$ cat src/rtl/bcd_scan_driver.sv
// Binary-to-BCD converter and 4-digit multiplexed display driver.
// A sequential double-dabble engine converts a 14-bit value (saturated at 9999)
// into four BCD digits, one bit per cycle. A free-running refresh counter then
// scans the digits onto a single BCD bus with active-low anode enables.
module bcd_scan_driver #(
    parameter int unsigned COUNT_MAX     = 50000,
    parameter bit          BLANK_LEADING = 1'b1
) (
    input  logic        clk,
    input  logic        rst,
    input  logic [13:0] value,
    input  logic        load,
    output logic        busy,
    output logic        ovf,
    output logic [3:0]  BCD,
    output logic [3:0]  An
);

    localparam int unsigned CntW = (COUNT_MAX > 1) ? $clog2(COUNT_MAX) : 1;
    localparam logic [CntW-1:0] CntLast = CntW'(COUNT_MAX - 1);
    localparam logic [13:0] MaxValue = 14'd9999;

    typedef enum logic [1:0] {
        StIdle,
        StShift,
        StDone
    } state_e;

    state_e          state_q, state_d;
    logic [13:0]     shift_q;
    logic [15:0]     work_q;
    logic [15:0]     work_adj;
    logic [3:0]      bit_cnt_q;
    logic            ovf_q;
    logic [15:0]     digit_q;
    logic [13:0]     value_sat;

    logic [CntW-1:0] refresh_q;
    logic [1:0]      idx_q;
    logic [3:0]      bcd_q, an_q;
    logic [3:0]      bcd_d, an_d;
    logic [3:0]      digit_sel;
    logic            upper_zero;

    assign value_sat = (value > MaxValue) ? MaxValue : value;

    // Conversion FSM state register.
    always_ff @(posedge clk) begin
        if (rst) begin
            state_q <= StIdle;
        end else begin
            state_q <= state_d;
        end
    end

    // Conversion FSM next-state logic.
    always_comb begin
        state_d = state_q;
        case (state_q)
            StIdle:  if (load) state_d = StShift;
            StShift: if (bit_cnt_q == 4'd0) state_d = StDone;
            StDone:  state_d = StIdle;
            default: state_d = StIdle;
        endcase
    end

    // Double-dabble correction: add 3 to any work nibble >= 5 before shifting.
    always_comb begin
        work_adj = '0;
        for (int i = 0; i < 4; i++) begin
            if (work_q[4*i +: 4] >= 4'd5) begin
                work_adj[4*i +: 4] = work_q[4*i +: 4] + 4'd3;
            end else begin
                work_adj[4*i +: 4] = work_q[4*i +: 4];
            end
        end
    end

    // Conversion datapath: capture, shift 14 times, then publish all digits at once.
    always_ff @(posedge clk) begin
        if (rst) begin
            shift_q   <= '0;
            work_q    <= '0;
            bit_cnt_q <= '0;
            ovf_q     <= 1'b0;
            digit_q   <= '0;
        end else begin
            case (state_q)
                StIdle: begin
                    if (load) begin
                        shift_q   <= value_sat;
                        work_q    <= '0;
                        bit_cnt_q <= 4'd13;
                        ovf_q     <= (value > MaxValue);
                    end
                end
                StShift: begin
                    {work_q, shift_q} <= {work_adj, shift_q} << 1;
                    if (bit_cnt_q != 4'd0) begin
                        bit_cnt_q <= bit_cnt_q - 4'd1;
                    end
                end
                StDone: begin
                    digit_q <= work_q;
                end
                default: ;
            endcase
        end
    end

    // Refresh counter and scan index, free-running regardless of conversion state.
    always_ff @(posedge clk) begin
        if (rst) begin
            refresh_q <= '0;
            idx_q     <= '0;
        end else if (refresh_q == CntLast) begin
            refresh_q <= '0;
            idx_q     <= idx_q + 2'd1;
        end else begin
            refresh_q <= refresh_q + 1'b1;
        end
    end

    // Select the scanned digit and decide whether it is a blanked leading zero.
    always_comb begin
        digit_sel  = digit_q[4*idx_q +: 4];
        upper_zero = 1'b0;
        case (idx_q)
            2'd1:    upper_zero = (digit_q[15:4] == 12'd0);
            2'd2:    upper_zero = (digit_q[15:8] == 8'd0);
            2'd3:    upper_zero = (digit_q[15:12] == 4'd0);
            default: upper_zero = 1'b0;
        endcase
        if (BLANK_LEADING && upper_zero) begin
            an_d  = 4'b1111;
            bcd_d = 4'b0000;
        end else begin
            an_d  = ~(4'b0001 << idx_q);
            bcd_d = digit_sel;
        end
    end

    // Registered display outputs, one cycle behind the scan index.
    always_ff @(posedge clk) begin
        if (rst) begin
            an_q  <= 4'b1111;
            bcd_q <= 4'b0000;
        end else begin
            an_q  <= an_d;
            bcd_q <= bcd_d;
        end
    end

    assign busy = (state_q != StIdle);
    assign ovf  = ovf_q;
    assign BCD  = bcd_q;
    assign An   = an_q;

endmodule
$ cat config.mk
export PLATFORM = sky130hd
export DESIGN_NAME = bcd_scan_driver
export DESIGN_NICKNAME = d
export VERILOG_FILES = /design/src/rtl/bcd_scan_driver.sv
export SDC_FILE = /design/constraint.sdc
export NUM_CORES = 1
export LEC_CHECK = 0
export BUFFER_PORTS_ARGS = -buffer_cell sky130_fd_sc_hd__buf_2
export CORE_MARGIN = 2
export CORE_UTILIZATION = 60
export DETAILED_ROUTE_END_ITERATION = 10
export PLACE_DENSITY = 0.79
export SLEW_MARGIN = 20
export SYNTH_ARGS = -nofsm -noshare
export SYNTH_HDL_FRONTEND = slang
export SYNTH_SLANG_ARGS = --single-unit
export TNS_END_PERCENT = 100
$ cat constraint.sdc
create_clock -name clk -period 2.7 [get_ports clk]
set_clock_uncertainty 0.15 [all_clocks]
set_input_delay 0.135 -clock clk [delete_from_list [all_inputs] [get_ports clk]]
set_output_delay 0.135 -clock clk [all_outputs]
set_load 0.03 [all_outputs]
After elaboration in Yosys (flattened, before gate mapping)

Index checks and enable logic that the tools add are counted.

Register bits: 79
Bits in latches: 0
Memory bits (writable): 0
Memory bits (read-only): 0
Output and inout bits: 10
Logic and storage cells: 64
Memories: 0

Add/subtract/negate cells: 7
Multipliers: 0
Divide/modulo/power cells: 0
$lt $le $gt $ge: 5
Equal/unequal tests: 9
Shift-type cells: 2
Multiplexer cells: 16
Bitwise operators: 1
Reduce and logical (&&, ||, !) cells: 14

Operators with widths:

| cell                    | number |
|---|---|
| $pmux W16 S2            | 1 |
| $mux W14                | 2 |
| $pmux W14 S2            | 1 |
| $mux W4                 | 5 |
| $add A16 B1 Y16 const B | 1 |
| $eq A16 B16 Y1 const B  | 1 |
| $ge A4 B3 Y1 const B    | 4 |
| $mux W16                | 1 |
| $shiftx A16 B5 Y4       | 1 |
| $gt A14 B14 Y1 const B  | 1 |
| $add A4 B2 Y4 const B   | 3 |
| $logic_not A12 Y1       | 1 |
| $logic_not A4 Y1        | 2 |
| $logic_not A8 Y1        | 1 |
| $pmux W4 S2             | 1 |
| $eq A2 B2 Y1 const B    | 3 |
| $ne A2 B2 Y1 const B    | 3 |
| $reduce_and A2 Y1       | 3 |
| $eq A2 B1 Y1 const B    | 2 |
| $mux W2                 | 2 |
| $not A4 Y4              | 1 |
| $pmux W2 S2             | 1 |
| $reduce_bool A2 Y1      | 2 |
| $reduce_bool A4 Y1      | 1 |
| other kinds (9)         | 10 |

Longest topological paths before layout

Depth in word-level cells: 4
Gate-level depth with buffers: 7
Gate-level depth less buffers: 6

Least setup slack after synthesis

OpenSTA, ideal clock, no wires.

Path type: flip-flop to flip-flop
Start: reg idx_q[0]
End: reg bcd_q[2], in the netlist BCD[2]
Library setup time: 0.115 ns
Arrival: 1.828 ns
Data required time: 2.435 ns
Setup slack: 0.608 ns
Stages on the path, launching flop included: 8
Buffers on the path: 1
Clock period less this slack: 2.092 ns
Cells stage by stage: dfxtp_1 clkbuf_1 inv_1 ha_1 or4_1 nor3_2 a221oi_2 and2_1

Word-level cells in the longest chain between the ends: 3
Elaborated cells between the ends (all ways): 6
Classes of those cells: eq/ne (3); shift (1); mux (1); reduce/logical (1)

RTL lines:

| item                                                | line | RTL |
|---|---|---|
| start: declaration                                  | 39   | `logic [1:0] idx_q;` |
| start signal: assignment                            | 118  | `idx_q <= idx_q + 2'd1;` |
| $eq A2 B2 Y1 / $eq A2 B1 Y1 (equally long branches) | 128  | `case (idx_q)` |
| $pmux W1 S3                                         | 128  |  |
| $reduce_or A2 Y1 (no source line)                   | --   |  |
| end signal: assignment                              | 147  | `bcd_q <= 4'b0000;` |
| end signal: assignment                              | 150  | `bcd_q <= bcd_d;` |
| end: declaration                                    | 40   | `logic [3:0] bcd_q, an_q;` |

Several ways; a longest one is shown, not always the timed one.
A chain may end at the register's enable or synchronous reset.

Worst setup path in the final report

Same ends and word-level chain as after synthesis.

==> qor.txt <==
DRC viols: 0
CP endpoint kind: flip-flop
Mean number of vias per cell: 5.70
Post-route setup TNS: 0 ns
Worst-margin pin slew: 0.705 ns
FF-to-FF End: BCD[2]
Overall Power: 2.64 mW
Share of cells above drive strength 1: 15.7%
DR iter-0 viols: 126
Max Cap Viol: 0
Yosys warning count: 0
Final slew viol count: 0
Dpl ws: 0.601 ns
Seq/Total Area, Yosys: 43.1%
TritonCTS clock tree: yes
Ant diodes: 0
Post-layout min period: 2.10 ns
Largest net degree at the start of global routing: 47
Worst Hold End: shift_q[13]
Largest fanout on the critical path: 7
Clock latency on the worst-skew pair: 0.35 ns
Worst reg2reg path startpoint: idx_q[0]
CTS H-tree lvls: 3
Initial antenna violation count: 0
RSZ-0062 raised after global routing: no
Setup violators final: 0
Die H: 82.2 um
Final WS setup: 0.599 ns
Leakage: 1.53 nW
Worst Path Arrival: 2.20 ns
Hold_ws: 0.0504 ns
Worst IR Drop VDD: 0.397 mV
Reg2Reg Depth: 6
Synthesized area: 3670 um^2
Vias: 2977
Dpl cell area: 3820 um^2
Most common cell after layout, fill and taps aside: dfxtp_1
Initial Util: 62.0%
Reg2reg setup slack: 0.60 ns
Number of antenna-violating nets in the routed design: 0
Max clock buf depth: 2
CTS Sinks: 79
Hold WC Path Type: input port to flip-flop
Critical path start-end classification: flip-flop to flip-flop
Final HPWL DP: 4960 um
Reg clk slew, reported paths: 0.09 ns
Root Driver: clkbuf_8
TritonCTS buffer count: 9
# Post-CTS Setup Buffers: 0
Post-synthesis instance total: 410
Nets: 474
Total GRT Usage: 23.3%
DIE WIDTH: 82.2 um
Crit start category: flip-flop
Count of input and output buffers: 26
Drt total wl: 7400 um
Synth unique cells: 53
Syn nets: 442
Detailed Routing Iterations Pass 1: 4
Hold Startpoint: value[13]
Cell Rows: 28
Final Instance Area: 4160 um^2
Outcome: finished clean
Syn-to-layout area delta: 13.3%
Final hold violation count: 0
Slew margin rel.: 52.9%
First-pass GRT wire length: 12100 um
Fmax: 0.476 GHz
Avg Inst Size Synth: 8.95 um^2
Wirelength per Cell: 14.2 um
Flops & latches, synth: 79
Io pins: 27
CTS Hold Bufs: 11
Routability cong.: 0.836
Worst Hold Path Cells: 4
Area of the core: 5920 um^2
Power per cell area: 635 nW/um^2
Post-CTS sizing: 0
Ratio of final minimum period to clock period: 77.8%
Die area: 6760 um^2
WP data required: 2.80 ns
Remaining Overflow, GRT: 0
Commonest cells after routing, fill and taps aside: 79 x dfxtp_1, 53 x nand2_1, 40 x a21oi_1
Number of global-route vias before repair: 2788
-- cell families (layout without fill, tap and decap cells) --
family | after synthesis | after routing | synth area share [%]
AND/OR/NAND/NOR | 163 | 163 | 22.7
AO/OA/AOI/OAI | 84 | 84 | 15.3
flip-flops | 79 | 79 | 43.1
buffers and inverters | 38 | 75 | 4.77
XOR/XNOR | 22 | 22 | 5.25
adder cells (fa/ha/maj) | 15 | 15 | 5.11
multiplexers | 9 | 9 | 3.82
-- synthesized netlist by cell type (all sizes together) --
cell type / count / area (um^2)
nor4: 6 / 37.5
nor2: 30 / 115
or2: 2 / 12.5
a21oi: 41 / 216
nand2: 53 / 199
o21bai: 1 / 11.3
or3: 5 / 31.3
ha: 15 / 188
dfxtp: 79 / 1580
and3: 1 / 6.26
a311oi: 2 / 23.8
or3b: 2 / 20.0
nor2b: 6 / 37.5
o311a: 1 / 10.0
nand2b: 7 / 46.3
a31oi: 4 / 25.0
a221oi: 1 / 15.0
nor3: 11 / 70.1
buf: 11 / 73.8
a21o: 2 / 15.0
xnor2: 17 / 149
xor2: 5 / 43.8
a22o: 8 / 70.1
and4b: 1 / 10.0
o311ai: 1 / 16.3
clkbuf: 11 / 41.3
mux4: 4 / 90.1
and2: 5 / 31.3
o41ai: 4 / 35.0
nand4: 5 / 31.3
nand3: 20 / 105
or4: 2 / 15.0
or2b: 1 / 7.51
a22oi: 3 / 22.5
o21ai: 12 / 60.1
a211oi: 4 / 40.0
inv: 16 / 60.1
nor3b: 4 / 40.0
nor4b: 2 / 17.5
mux2i: 5 / 50.1
-- metrics by stage --
step / util, % / instances
finish: 70.3 / 522
global route: 70.3 / 522
CTS: 70.3 / 522
detailed placement: 64.6 / 495
global placement: 64.6 / 495
floorplan: - / 410
-- state kept, by name, summed over array words and instances (netlist names) --
| name | count |
|---|---|
| shift_q | 14 |
| ovf | 1 |
| work_q | 16 |
| An | 4 |
| bit_cnt_q | 4 |
| idx_q | 2 |
| digit_q | 16 |
| BCD | 4 |
| refresh_q | 16 |
| state_q | 2 |
-- how the worst max path moves through the flow --
stage,startpoint,end,slack (ns),cells after the start
5_1_grt,idx_q[0],BCD[2],0.38,6
6_report,idx_q[0],BCD[2],0.60,6
3_3_place_gp,idx_q[0],BCD[2],0.67,6
3_5_place_dp,idx_q[0],BCD[2],0.60,6
2_1_floorplan,idx_q[0],BCD[2],0.61,7
4_1_cts,idx_q[0],BCD[2],0.59,6
-- critical path: stages (launching register included) --
cell and delay [ns]:
dfxtp_1 0.53, inv_1 0.17, ha_1 0.22, or4_1 0.44
nor3_2 0.21, a221oi_2 0.12, and2_1 0.17
-- layer usage --
layer	global-route usage, %	up-vias	share of wire, %
li1	-	1489	-
met1	28.5	1418	46
met2	39.7	56	49
met3	3.70	14	3.3
met4	11.8	0	2.5
met5	0	-	0
-- final cells by class --
type	instances	area, um^2
Clock buffer	9	124
Clock inverter	7	101
Fill cell	477	1760
Inverter	16	60.1
Multi-Input combinational cell	293	1910
Sequential cell	79	1580
Tap cell	75	93.8
Timing Repair Buffer	43	285
-- where the power goes --
group / internal, mW / switching (mW) / total (mW)
Sequential: 1.22 / 0.0502 / 1.27
Combinational: 0.148 / 0.243 / 0.391
Clock: 0.530 / 0.450 / 0.980
No activity file was read; power rests on OpenSTA's default activity.
